File: src/rtl/key_schedule_ctrl.sv
// key_schedule_ctrl: sequences an external round-key generator and stores round keys 0..NR.
module key_schedule_ctrl #(
  parameter int NR = 10
) (
  input  logic         clk,
  input  logic         rst_n,
  input  logic         start,
  input  logic [127:0] key_in,
  output logic [3:0]   rc,
  output logic [127:0] gen_inkey,
  input  logic [127:0] gen_outkey,
  output logic         busy,
  output logic         done,
  output logic         keys_valid,
  input  logic [3:0]   rd_idx,
  output logic [127:0] rd_key
);
  typedef enum logic {IDLE, EXPAND} state_t;
  state_t       state_q, state_d;
  logic [3:0]   rc_q, rc_d;
  logic [127:0] inkey_q, inkey_d;
  logic         busy_q, busy_d, done_q, done_d, kv_q, kv_d;
  logic [127:0] rk_q [0:NR];
  logic [127:0] rk_d [0:NR];
  always_comb begin
    state_d = state_q;
    rc_d    = rc_q;
    inkey_d = inkey_q;
    busy_d  = busy_q;
    done_d  = 1'b0;
    kv_d    = kv_q;
    rk_d    = rk_q;
    if (state_q == IDLE) begin
      if (start) begin
        rk_d[0] = key_in;
        inkey_d = key_in;
        rc_d    = '0;
        kv_d    = 1'b0;
        busy_d  = 1'b1;
        state_d = EXPAND;
      end
    end else begin
      // rc names the round being produced minus one, so the result lands in rk[rc+1]
      for (int i = 1; i <= NR; i++) if (rc_q == 4'(i - 1)) rk_d[i] = gen_outkey;
      inkey_d = gen_outkey;
      rc_d    = rc_q + 4'd1;
      if (rc_q == 4'(NR - 1)) begin
        state_d = IDLE;
        busy_d  = 1'b0;
        done_d  = 1'b1;
        kv_d    = 1'b1;
        rc_d    = '0;
      end
    end
  end
  always_ff @(posedge clk or negedge rst_n) begin
    if (!rst_n) begin
      state_q <= IDLE;
      rc_q    <= '0;
      inkey_q <= '0;
      busy_q  <= 1'b0;
      done_q  <= 1'b0;
      kv_q    <= 1'b0;
      for (int i = 0; i <= NR; i++) rk_q[i] <= '0;
    end else begin
      state_q <= state_d;
      rc_q    <= rc_d;
      inkey_q <= inkey_d;
      busy_q  <= busy_d;
      done_q  <= done_d;
      kv_q    <= kv_d;
      rk_q    <= rk_d;
    end
  end
  always_comb begin
    rd_key = '0;
    for (int i = 0; i <= NR; i++) if (rd_idx == 4'(i)) rd_key = rk_q[i];
  end
  assign rc         = rc_q;
  assign gen_inkey  = inkey_q;
  assign busy       = busy_q;
  assign done       = done_q;
  assign keys_valid = kv_q;
endmodule
File: config.mk
export PLATFORM = sky130hd
export DESIGN_NAME = key_schedule_ctrl
export DESIGN_NICKNAME = d
export VERILOG_FILES = /design/src/rtl/key_schedule_ctrl.sv
export SDC_FILE = /design/constraint.sdc
export NUM_CORES = 2
export LEC_CHECK = 0
export CORE_AREA = 2 2 508 510
export DETAILED_ROUTE_END_ITERATION = 6
export DIE_AREA = 0 0 510 512
export SLEW_MARGIN = 40
export SYNTH_ARGS = -nofsm -noshare
export SYNTH_HDL_FRONTEND = slang
export SYNTH_SLANG_ARGS = --single-unit
export TNS_END_PERCENT = 100
File: constraint.sdc
create_clock -name clk -period 1.98 [get_ports clk]
set_clock_uncertainty 0.05 [all_clocks]
set_input_delay 0.297 -clock clk [delete_from_list [all_inputs] [get_ports clk]]
set_output_delay 0.297 -clock clk [all_outputs]
set_load 0.005 [all_outputs]
==> impl_metrics.env <==
export IMPL_critPathArrivalTime_ns=2.51
export IMPL_grt_pass1_vias=57300
export IMPL_root_buffer="clkbuf_16"
export IMPL_end_kind="output port"
export IMPL_ys_flop_type="dfrtp_1"
export IMPL_setup_viol=1074
export IMPL_area_growth_pct=38.8
export IMPL_vias=56300
export IMPL_clk_pin_slew_worst_paths_ns=0.06
export IMPL_required_ns=1.63
export IMPL_critical_path_cell_chain="mux2i_2 -> o32ai_2 -> o21ai_2 -> a311oi_4 -> buf_4 -> buf_6"
export IMPL_seq_area_frac_synth=0.542
export IMPL_h_tree_depth=4
export IMPL_cap_violations=0
export IMPL_clock_sinks=1544
export IMPL_grt_usage=0.208
export IMPL_start_util=0.279
export IMPL_clock_latency_ns=0.84
export IMPL_drive_gt1_frac=0.409
export IMPL_ys_warn_count=0
export IMPL_drc=0
export IMPL_fin_util=0.387
export IMPL_port_buffers=525
export IMPL_criticalPathCategory="reg -> out"
export IMPL_final_min_clock_period_ns=2.86
export IMPL_setup_slack_ns=-0.879
export IMPL_peakVddDrop_v=0.000996
export IMPL_cts_path_max_buffers=3
export IMPL_cp_slowest_cell="a311oi_4"
export IMPL_dieHeight_um=512
export IMPL_comb_power_share=0.369
export IMPL_layout_commonest_cell="dfrtp_1"
export IMPL_rsz0062_at_grt="true"
export IMPL_reg2reg_depth=8
export IMPL_power_switching_mw=46.2
export IMPL_rr_endpoint="rk_q[197]"
export IMPL_syn_cell_area_um2=71300
export IMPL_maxSlewViolCount=0
export IMPL_cts_buffers=175
export IMPL_critPathLaunchType="register"
export IMPL_most_common_layout_cells="1530 x dfrtp_1, 974 x mux2_2, 680 x nand2_1, 465 x buf_4, 322 x mux2_4"
export IMPL_ys_seq_elements=1544
export IMPL_final_nets=7367
export IMPL_grt_max_degree=105
export IMPL_syn_nets=6354
export IMPL_fillers=24100
export IMPL_leakagePower_nw=43.1
export IMPL_hold_class="in -> reg"
export IMPL_grt_pass1_wl_um=403000
export IMPL_async_flop_share=1.00
export IMPL_crit_family="compound AO/OA/AOI/OAI gates"
export IMPL_rrSetupSlack_ns=-0.17
export IMPL_dp_cells=10100
export IMPL_final_cells=10600
export IMPL_hold_viol=0
export IMPL_drt_iter0_markers=5139
export IMPL_ys_types=56
export IMPL_firstDrtPassIters=6
export IMPL_status="finished, violations left"
export IMPL_vias_per_cell=5.29
export IMPL_final_period_utilization=1.44
export IMPL_antenna_found_initial=22
export IMPL_violations="setup timing"
export IMPL_p_int_mw=98.2
export IMPL_io_pins=526
export IMPL_hold_depth=3
export IMPL_max_stage_delay_ns=0.56
export IMPL_cp_num_buf_inv=2
export IMPL_core_um2=256000
export IMPL_hold_end="rk_q[1302]"
export IMPL_p_per_area_nw_per_um2=1460
export IMPL_wire_per_inst_um=27.1
export IMPL_place_hpwl_um=189000
export IMPL_swShare=0.320
export IMPL_synth_area_per_cell_um2=11.7
export IMPL_ant_nets=0
export IMPL_multiInputGateArea_um2=33100
export IMPL_worst_slew_margin_rel=0.543
export IMPL_netlist_instances=6091
export IMPL_reg2reg_from="state_q"
export IMPL_grt_overflow=0
export IMPL_ff_latch_area_um2=38700
export IMPL_routed_wl_um=288000
export IMPL_clock_fmax_mhz=350
export IMPL_gp_congestion=0.858
export IMPL_row_count=186
export IMPL_cts_tree="yes"
export IMPL_synth_edf_count=0
export IMPL_p_clk_frac=0.240
export IMPL_p_seq_frac=0.391
export IMPL_die_area_um2=261000
export IMPL_fp_dieW_um=510
export IMPL_worstPathMaxFanout=2
export IMPL_worst_pin_slew_ns=0.684
export IMPL_hold_start="key_in[22]"
[how the worst max path moves through the flow]
stage	start	slack (ns)	end	cells after the start
detailed placement	rd_idx[3]	-1.25	rd_key[48]	8
finish	rk_q[1328]	-0.88	rd_key[48]	6
global placement	rd_idx[3]	-1.66	rd_key[48]	8
global route	rk_q[1328]	-0.94	rd_key[48]	6
floorplan	rd_idx[0]	0.02	rd_key[0]	7
CTS	rk_q[1328]	-0.93	rd_key[48]	6
[power by group through the flow]
| stage | clock (mW) | combinational (mW) | sequential [mW] |
|---|---|---|---|
| final | 34.6 | 53.2 | 56.5 |
| after global routing | 36.4 | 56.4 | 57.9 |
| after CTS | 35.1 | 48.8 | 55.7 |
| after detailed placement | 0 | 44.3 | 55.9 |
| after global placement | 0 | 43.0 | 54.9 |
| after floorplan | 0 | 27.2 | 53.2 |
[worst min-delay path: stages]
cell and delay (ns):
clkdlybuf4s50_1 0.43, nand2_1 0.13, nand2_1 0.06
[flip-flops by register name (all words and copies together), names as in the netlist]
signal,cells
busy,1
keys_valid,1
rk_q,1408
rc,4
state_q,1
done,1
gen_inkey,128
[layer usage]
layer	track usage	vias up	routed length [um]
met2	0.329	2321	132000
met1	0.276	29500	122000
met5	0	-	48
met3	0.0344	620	18600
met4	0.100	8	14800
li1	-	23800	-
[layout make-up]
cell class,count,share of cell area
Antenna cell,12,0.000304
Clock buffer,242,0.0510
Clock inverter,75,0.0114
Inverter,22,0.000860
Multi-Input combinational cell,3912,0.335
Sequential cell,1544,0.391
Tap cell,3384,0.0428
Timing Repair Buffer,1449,0.168
[stage by stage]
stage | power, mW | setup slack (ns) | setup TNS, ns | instance area, um^2 | hold slack, ns
4_1_cts | 140 | -0.935 | -119.15 | 96200 | 0.00362
3_3_place_gp | 98.0 | -1.66 | -104.89 | 86400 | 0.142
3_5_place_dp | 100 | -1.25 | -128.46 | 86400 | 0.141
6_report | 144 | -0.879 | -122.60 | 98900 | 0.0517
2_1_floorplan | 80.4 | 0.0183 | 0 | 71300 | -0.0486
5_1_grt | 151 | -0.943 | -150.70 | 98900 | 0.0612
[cell families (layout without fill, tap and decap cells)]
| kind of cell | count (synthesis) | in the layout | synth area share |
|---|---|---|---|
| buf+inv | 635 | 1788 | 0.0403 |
| flops | 1544 | 1544 | 0.542 |
| mux | 1554 | 1554 | 0.241 |
| other cells | 0 | 12 | 0 |
| compound gates | 1320 | 1320 | 0.117 |
| xor+xnor | 1 | 1 | 0.000123 |
| simple gates | 1037 | 1037 | 0.0597 |
[cells in the mapped netlist (7+ instances only)]
library cell / count / area share
buf_4: 33 / 0.0035
dfrtp_1: 1544 / 0.54
o221ai_1: 68 / 0.0084
nand3_1: 8 / 0.00056
mux2_2: 1296 / 0.20
clkbuf_1: 300 / 0.016
nor2_1: 199 / 0.010
nor3_1: 7 / 0.00049
a31oi_1: 8 / 0.00070
buf_2: 255 / 0.018
o22a_1: 8 / 0.00098
a21oi_1: 231 / 0.016
a221o_1: 20 / 0.0028
and3_1: 23 / 0.0020
o311ai_1: 10 / 0.0012
a221oi_1: 96 / 0.012
nand2_1: 699 / 0.037
inv_1: 22 / 0.0012
o211ai_1: 12 / 0.0013
o22ai_1: 143 / 0.013
o21ai_0: 442 / 0.031
o21a_1: 33 / 0.0035
o2bb2ai_1: 18 / 0.0022
nand2b_1: 36 / 0.0032
a22o_1: 81 / 0.010
o21ai_1: 60 / 0.0042
a21o_1: 22 / 0.0023
buf_1: 18 / 0.00095
a22oi_1: 51 / 0.0054
mux2i_1: 258 / 0.036
nor2b_1: 34 / 0.0030
[timing repair]
item                                    4_1_cts  5_1_grt
setup buffers                                80       54
endpoints found under the hold margin      1635        0
endpoints found under the setup margin      919     1249
gates resized for setup                    1255      423
cloned                                       28       28
pin swaps                                   288      189
hold buffers                                 86        0
No activity file was read; power rests on OpenSTA's default activity.
